## src/rtl/req_encoder_8to3.sv

```systemverilog
// Sequential 8-to-3 request encoder: collects multi-hot requests and serializes them as 3-bit codes.
// Optional macro REQ_ENC_ROUND_ROBIN_EN selects round-robin arbitration instead of fixed priority.
module req_encoder_8to3 (
    input  logic       clk,
    input  logic       rst,
    input  logic       enable,
    input  logic [7:0] req,
    input  logic       ready,
    output logic [2:0] y,
    output logic       valid,
    output logic [7:0] pending,
    output logic       overflow
);

    localparam int unsigned REQ_W  = 8;
    localparam int unsigned CODE_W = 3;

    typedef enum logic {
        ST_IDLE = 1'b0,
        ST_SEND = 1'b1
    } state_e;

    state_e              state_q, state_d;
    logic [CODE_W-1:0]   y_q, y_d;
    logic                valid_q, valid_d;
    logic [REQ_W-1:0]    pending_q, pending_d;
    logic                overflow_q, overflow_d;
    logic [REQ_W-1:0]    clr_c;
    logic [CODE_W-1:0]   sel_c;

`ifdef REQ_ENC_ROUND_ROBIN_EN
    logic [CODE_W-1:0]   last_q, last_d;

    // First set bit searching upward from last_grant+1, wrapping 7->0.
    always_comb begin
        logic [CODE_W-1:0] idx;
        sel_c = '0;
        for (int k = REQ_W - 1; k >= 0; k--) begin
            idx = last_q + CODE_W'(k + 1);
            if (pending_q[idx]) begin
                sel_c = idx;
            end
        end
    end
`else
    // Fixed priority: lowest-numbered set bit wins.
    always_comb begin
        sel_c = '0;
        for (int i = REQ_W - 1; i >= 0; i--) begin
            if (pending_q[i]) begin
                sel_c = CODE_W'(i);
            end
        end
    end
`endif

    // Next-state and output logic; set wins over clear on the accept edge.
    always_comb begin
        clr_c      = (valid_q && ready) ? (REQ_W'(1) << y_q) : '0;
        pending_d  = (pending_q & ~clr_c) | (enable ? req : '0);
        overflow_d = enable && (|(req & pending_q & ~clr_c));
        state_d    = state_q;
        y_d        = y_q;
        valid_d    = valid_q;
`ifdef REQ_ENC_ROUND_ROBIN_EN
        last_d     = last_q;
`endif
        case (state_q)
            ST_IDLE: begin
                if (enable && (pending_q != '0)) begin
                    y_d     = sel_c;
                    valid_d = 1'b1;
                    state_d = ST_SEND;
                end
            end
            ST_SEND: begin
                if (ready) begin
                    valid_d = 1'b0;
                    state_d = ST_IDLE;
`ifdef REQ_ENC_ROUND_ROBIN_EN
                    last_d  = y_q;
`endif
                end
            end
            default: begin
                state_d = ST_IDLE;
                valid_d = 1'b0;
            end
        endcase
    end

    always_ff @(posedge clk) begin
        if (rst) begin
            state_q    <= ST_IDLE;
            y_q        <= '0;
            valid_q    <= 1'b0;
            pending_q  <= '0;
            overflow_q <= 1'b0;
`ifdef REQ_ENC_ROUND_ROBIN_EN
            last_q     <= CODE_W'(7);
`endif
        end else begin
            state_q    <= state_d;
            y_q        <= y_d;
            valid_q    <= valid_d;
            pending_q  <= pending_d;
            overflow_q <= overflow_d;
`ifdef REQ_ENC_ROUND_ROBIN_EN
            last_q     <= last_d;
`endif
        end
    end

    assign y        = y_q;
    assign valid    = valid_q;
    assign pending  = pending_q;
    assign overflow = overflow_q;

endmodule
```

## config.mk

```make
export PLATFORM = sky130hd
export DESIGN_NAME = req_encoder_8to3
export DESIGN_NICKNAME = d
export VERILOG_FILES = /design/src/rtl/req_encoder_8to3.sv
export SDC_FILE = /design/constraint.sdc
export NUM_CORES = 1
export LEC_CHECK = 0
export BUFFER_PORTS_ARGS = -buffer_cell sky130_fd_sc_hd__buf_4
export CAP_MARGIN = 20
export CORE_AREA = 2 2 39 41
export CTS_BUF_LIST = sky130_fd_sc_hd__clkbuf_4 sky130_fd_sc_hd__clkbuf_8
export DETAILED_ROUTE_END_ITERATION = 8
export DIE_AREA = 0 0 41 43
export GPL_TIMING_DRIVEN = 1
export HOLD_SLACK_MARGIN = 0.08
export MAX_ROUTING_LAYER = met4
export PLACE_DENSITY = 0.8
export SYNTH_ARGS = -nofsm -noshare
export SYNTH_HDL_FRONTEND = slang
export SYNTH_SLANG_ARGS = --single-unit
```

## constraint.sdc

```tcl
create_clock -name clk -period 2.8 [get_ports clk]
set_clock_uncertainty 0.05 [all_clocks]
set_input_delay 0 -clock clk [delete_from_list [all_inputs] [get_ports clk]]
set_output_delay 0 -clock clk [all_outputs]
set_load 0.01 [all_outputs]
```

==> results.md, run 1 <==
- Critical path type: reg2reg
- Final worst path period share: 0.7899
- Slew margin rel.: 0.7397
- Avg Inst Size Synth: between 8 and 9 µm²
- First-pass GRT wire length: between 3000 and 4000 µm
- Number of global-route vias before repair: between 700 and 800
- Pleak: around 0.5 nW
- Area grow syn2layout: 71.81%
- WP data required: between 2 and 3 ns
- Initial Util: 0.4747
- GRT overflow: 0
- R2R setup slack: slightly below 0.6 ns
- Power Density: roughly 430 nW/µm²
- CTS tree: done
- DIE HEIGHT: around 43 µm
- Post-synthesis net count: 92
- Register bit total from synthesis: 14
- Final Hold Fails: 0
- Reg clk slew, reported paths: roughly 0.080 ns
- FMAX: 452.1 MHz
- Antenna fix cells: 0
- Final Cell Area: around 1100 µm²
- Drt via density: 5.646
- Die area: 1763 µm²
- DP Area: between 800 and 900 µm²
- Leading area contributor after synthesis: dfxtp_1
- Routed Antenna Nets: 0
- Iteration-0 DRC Markers: 30
- Filler cells: between 100 and 150
- Clock Path Buffers: 2
- Max cap viols: 0
- Top post-synthesis cells by area: dfxtp_1 43%, a22oi_1 8.0%, nor2_1 7.4%
- Layout cell share with drive strength beyond 1: 0.2443
- Row Count: 14
- Routability cong.: 0.9089
- CP max FO: 4
- Tightest Hold Check Type: reg2reg
- Critical Path Sink Type: register
- CTS root buf: clkbuf_4
- Synthesized cell area: roughly 660 µm²
- DPL Wire Length: 1247 µm
- H-tree depth: 1
- Final setup fails: 0
- Clk sinks: 14
- Initial antenna violation count: 0
- Largest net degree at the start of global routing: 15
- Average wire per standard cell: approximately 14 µm
- Measured slew at the worst slew-check pin: 0.3872 ns
- Area share of the largest cell type after synthesis: 0.4267
- Num CTS Buffers: 3
- Post_cts resized: 0
- Core Region: roughly 1400 µm²
- Nets@finish: ~150
- Max Slew Vio Count: 0
- Library cells used by synthesis: 27
- GRT Total Usage: 0.2771
- Syn Inst Count: 80
- Post-Route WL: 2091 µm
- I/O Pins: 25
- Vias: 830
- Chip width: ~41 µm
- RSZ-0062 raised after global routing: false
- WP data arrival: roughly 2.3 ns
- Post-synthesis sequential area ratio: 0.4267
- Minimum clock period: roughly 2.2 ns
- First drt pass iteration count: 4
- CP Launch Type: register
- Clock Latency Late Sink: about 0.27 ns
- DRC errors left: 0
- Worst VDD drop: 0.3660 mV
- Hold_buf cts: 26
- Status: complete, no violations
- Fin Setup TNS: 0 ns
- Setup repair bufs after CTS: 0
- Ys Warns: 0
- Port Buffers: 24
## cells by family (layout without fill, tap and decap cells)
family / after synthesis / after routing / synth area share
buffers and inverters: 5 / 56 / 0.03428
flip-flops: 14 / 14 / 0.4267
AO/OA/AOI/OAI: 22 / 22 / 0.2438
AND/OR/NAND/NOR: 39 / 39 / 0.2953
## state kept, by name, summed over array words and instances (netlist names)
| signal | count |
|---|---|
| state_q | 1 |
| y | 3 |
| pending | 8 |
| overflow | 1 |
| valid | 1 |
## critical path, cell delays in order (launching register included)
cell and delay (ns):
dfxtp_1 0.37, and3_1 0.24, nand3_1 0.13, a22oi_1 0.15, dlygate4sd3_1 0.57, nor2_1 0.04, dlygate4sd3_1 0.56
## through the flow
stage                 util  std cells  hold slack [ns]  setup WS [ns]  power, mW
finish              0.8156        147           0.4498         0.5882     0.4871
detailed placement  0.6112        118           0.1590          1.350     0.3406
floorplan                -         80          0.02847          1.429     0.2923
CTS                 0.8156        147           0.4520         0.6118     0.4856
global placement    0.6112        118           0.1529          1.415     0.3381
global route        0.8156        147           0.4947         0.4711     0.5094
## metal layers
| layer | wire [µm] | global-route usage | vias up |
|---|---|---|---|
| met2 | 1049 | 0.4281 | 36 |
| met1 | 859 | 0.3235 | 387 |
| met4 | 74 | 0.1667 | 0 |
| li1 | - | - | 399 |
| met5 | 0 | - | - |
| met3 | 107 | 0.03665 | 8 |
## cell type report
class | count | area (µm²) | share of cell area
Multi-Input combinational cell | 61 | 354.1 | 0.3137
Inverter | 3 | 11.26 | 0.009978
Sequential cell | 14 | 280.3 | 0.2483
Timing Repair Buffer | 50 | 440.4 | 0.3902
Tap cell | 16 | 20.02 | 0.01774
Clock buffer | 3 | 22.52 | 0.01996
## path summary, 6_finish.rpt
path	start	endpoint	depth (start not counted)
hold reg to reg	state_q$_SDFF_PP0_	state_q$_SDFF_PP0_	2
hold / removal	state_q$_SDFF_PP0_	state_q$_SDFF_PP0_	2
setup reg to reg	valid$_SDFFE_PP0P_	pending[7]$_SDFF_PP0_	6
setup / recovery	valid$_SDFFE_PP0P_	pending[7]$_SDFF_PP0_	6
## power by group
part           leakage, nW  internal (mW)  switching (mW)  total (mW)
sequential           0.116          0.215          0.0212       0.236
combinational        0.377         0.0842          0.0564       0.141
clock               0.0138         0.0498          0.0604       0.110
## synthesized netlist by cell type
| library cell | n |
|---|---|
| a211oi_1 | 1 |
| a21oi_1 | 6 |
| a22oi_1 | 7 |
| a31o_2 | 1 |
| a31oi_1 | 1 |
| a32oi_1 | 1 |
| and2b_1 | 1 |
| and3_1 | 1 |
| and3b_2 | 1 |
| buf_4 | 1 |
| clkbuf_1 | 1 |
| dfxtp_1 | 14 |
| inv_1 | 3 |
| nand2_1 | 7 |
| nand2_2 | 1 |
| nand2b_1 | 2 |
| nand3_1 | 9 |
| nand3b_1 | 1 |
| nor2_1 | 13 |
| nor2b_1 | 1 |
| nor3_1 | 1 |
| nor4_2 | 1 |
| o21bai_1 | 1 |
| o221a_2 | 1 |
| o311a_1 | 1 |
| o311ai_0 | 1 |
| o41ai_1 | 1 |
## layout by cell type, fill, tap and decap left out, types with 2 or more instances in the layout
| cell | count |
|---|---|
| a21oi_1 | 6 |
| a22oi_1 | 7 |
| buf_4 | 24 |
| clkbuf_4 | 3 |
| dfxtp_1 | 14 |
| dlygate4sd3_1 | 26 |
| inv_1 | 3 |
| nand2_1 | 7 |
| nand2b_1 | 2 |
| nand3_1 | 9 |
| nor2_1 | 13 |
No activity file was read; power rests on OpenSTA's default activity.
==> inputs of run 2 (changes only) <==
CORE_AREA = 2 2 40 42   (was 2 2 39 41)
DIE_AREA = 0 0 42 44   (was 0 0 41 43)
PLACE_DENSITY = 0.77   (was 0.8)
clock period = 2.09 ns   (was 2.8 ns; I/O delays follow)
==> run 2 against run 1 <==
Against the previous run:
- clock-buffer cell count unchanged
- global-route usage shrank 4.5 points
- clock power is 41% higher
- die area rose by 4.8%
- register-to-register slack got worse by 0.34 ns
- largest power group unchanged
==> results.md, run 2 (synthesis gave the netlist of run 1 again) <==
- Worst setup path endpoint: valid$_SDFFE_PP0P_ (was pending[7]$_SDFF_PP0_)
- R2R setup slack: 0.25 ns (was 0.59 ns)
- Average wire per standard cell: 13.59 µm (was 14.22 µm)
- CTS root buf: clkbuf_4 (unchanged)
- FF-to-FF path depth: 5 (was 6)
- FMAX: 542.6 MHz (was 452.1 MHz)
- First drt pass iteration count: 4 (unchanged)
- Status: complete, no violations (unchanged)
- Final Hold Fails: 0 (unchanged)
- Post_cts resized: 0 (unchanged)
- WP data arrival: 1.96 ns (was 2.33 ns)
- CP Launch Type: register (unchanged)
- Num CTS Buffers: 3 (unchanged)
- First-pass GRT wire length: 3125 µm (was 3243 µm)
- Slew margin rel.: 0.7501 (was 0.7397)
- Initial Util: 0.4630 (was 0.4747)
- Filler cells: 117 (was 105)
- Fin Setup TNS: 0 ns (unchanged)
- Max Slew Vio Count: 0 (unchanged)
- Dpl ws: 0.6471 ns (was 1.350 ns)
- GRT Total Usage: 0.2322 (was 0.2771)
- Hold_ws: 0.4440 ns (was 0.4498 ns)
- Vias: 788 (was 830)
- Final worst path period share: 0.8818 (was 0.7899)
- DRC errors left: 0 (unchanged)
- Nets@finish: 138 (was 145)
- Clk sinks: 14 (unchanged)
- Largest net degree at the start of global routing: 15 (unchanged)
- Final setup fails: 0 (unchanged)
- Power Density: 609.4 nW/µm² (was 431.6 nW/µm²)
- Setup ws final: 0.2470 ns (was 0.5882 ns)
- Iteration-0 DRC Markers: 25 (was 30)
- Measured slew at the worst slew-check pin: 0.3702 ns (was 0.3872 ns)
- GRT overflow: 0 (unchanged)
- WP data required: 2.21 ns (was 2.91 ns)
- Row Count: 14 (unchanged)
- Clock Path Buffers: 2 (unchanged)
- Worst VDD drop: 0.5049 mV (was 0.3660 mV)
- Number of flip-flops in the largest register: 8 (unchanged)
- Tightest Hold Check Type: reg2reg (unchanged)
- Clock Latency Late Sink: 0.29 ns (was 0.27 ns)
- Die area: 1848 µm² (was 1763 µm²)
- Core Region: 1419 µm² (was 1384 µm²)
- Drt via density: 5.629 (was 5.646)
- Initial antenna violation count: 0 (unchanged)
- Critical path origin: pending[3]$_SDFF_PP0_ (was valid$_SDFFE_PP0P_)
- Most frequent cells in the layout: 24 x buf_4, 19 x dlygate4sd3_1, 14 x dfxtp_1, 13 x nor2_1, 9 x nand3_1 (was 26 x dlygate4sd3_1, 24 x buf_4, 14 x dfxtp_1, 13 x nor2_1, 9 x nand3_1)
- Area grow syn2layout: 61.14% (was 71.81%)
- Chip width: 42 µm (was 41 µm)
- Routed Antenna Nets: 0 (unchanged)
- CTS tree: done (unchanged)
- Critical Path Sink Type: register (unchanged)
- DIE HEIGHT: 44 µm (was 43 µm)
- Number of global-route vias before repair: 760 (was 774)
- CP max FO: 6 (was 4)
- Antenna fix cells: 0 (unchanged)
- Crit path cell chain: nor4_2 > a31oi_1 > nor2_1 > a211oi_1 > dlygate4sd3_1 (was and3_1 > nand3_1 > a22oi_1 > dlygate4sd3_1 > nor2_1 > dlygate4sd3_1)
- H-tree depth: 1 (unchanged)
- Critical path type: reg2reg (unchanged)
- Post-Route WL: 1903 µm (was 2091 µm)
- Post-Place Cells: 118 (unchanged)
- Crit path max-delay cell type: dlygate4sd3_1 (unchanged)
- Max cap viols: 0 (unchanged)
- Crit-path max cell delay: 0.56 ns (was 0.57 ns)
- Worst r2r src: pending[3]$_SDFF_PP0_ (was valid$_SDFFE_PP0P_)
- Layout cell share with drive strength beyond 1: 0.2581 (was 0.2443)
- Port Buffers: 24 (unchanged)
- FF-to-FF End: valid$_SDFFE_PP0P_ (was pending[7]$_SDFF_PP0_)
- I/O Pins: 25 (unchanged)
- Routability cong.: 0.9022 (was 0.9089)
- Count of non-filler cells in the finished layout: 140 (was 147)
- Leading cell type in the layout, fill and taps excluded: buf_4 (was dlygate4sd3_1)
- DPL Wire Length: 1260 µm (was 1247 µm)
- RSZ-0062 raised after global routing: false (unchanged)
- Pleak: 0.4650 nW (was 0.5061 nW)
- Reg clk slew, reported paths: 0.08 ns (about the same)
- Minimum clock period: 1.843 ns (was 2.212 ns)
## run 2: cell types whose count changed in the layout (fill, tap and decap cells not counted)
cell	delta
dlygate4sd3_1	-7
## run 2: where the power goes
group	internal, mW	leakage (nW)	switching (mW)
clock network	0.0670	0.0138	0.0877
registers	0.288	0.116	0.0278
logic	0.102	0.335	0.0725
total	0.457	0.465	0.188
## run 2: worst max-delay path, delay by kind of cell (launching register included)
family | cells | cell delay, ns
buffers and inverters | 1 | 0.56
AND/OR/NAND/NOR | 2 | 0.50
flip-flops | 1 | 0.37
AO/OA/AOI/OAI | 2 | 0.25
## run 2: timing repair
item | CTS | global route
endpoints found under the hold margin | 13 | 0
hold buffers | 19 | 0
setup buffers | 0 | 0
## run 2: area by class of cell
| cell class | count | area, µm² | area share |
|---|---|---|---|
| inverters | 3 | 11.26 | 0.01064 |
| flip-flops and latches | 14 | 280.3 | 0.2648 |
| clock buffers | 3 | 22.52 | 0.02128 |
| repair buffers | 43 | 370.4 | 0.3499 |
| multi-input cells | 61 | 354.1 | 0.3345 |
| well taps | 16 | 20.02 | 0.01891 |
## run 2: per-stage QoR
step	utilization	total power [mW]	cell area, µm²
finish	0.7460	0.6451	1059
global route	0.7460	0.6707	1059
CTS	0.7460	0.6414	1059
detailed placement	0.5961	0.4564	845.8
global placement	0.5961	0.4529	845.8
floorplan	-	0.3915	656.9
## run 2: worst min path at each step
stage	endpoint	startpoint	slack, ns	cells after the start
floorplan	valid$_SDFFE_PP0P_	rst	0.03	1
global placement	valid$_SDFFE_PP0P_	ready	0.15	2
detailed placement	valid$_SDFFE_PP0P_	ready	0.16	2
CTS	state_q$_SDFF_PP0_	state_q$_SDFF_PP0_	0.44	2
global route	state_q$_SDFF_PP0_	state_q$_SDFF_PP0_	0.48	2
finish	state_q$_SDFF_PP0_	state_q$_SDFF_PP0_	0.44	2
## run 2: layer usage
layer / GRT usage / share of wire / vias up
met5: - / 0 / -
met4: 0.1226 / 0.020 / 0
met3: 0.03750 / 0.064 / 5
met2: 0.3906 / 0.49 / 34
met1: 0.2653 / 0.42 / 364
li1: - / - / 385
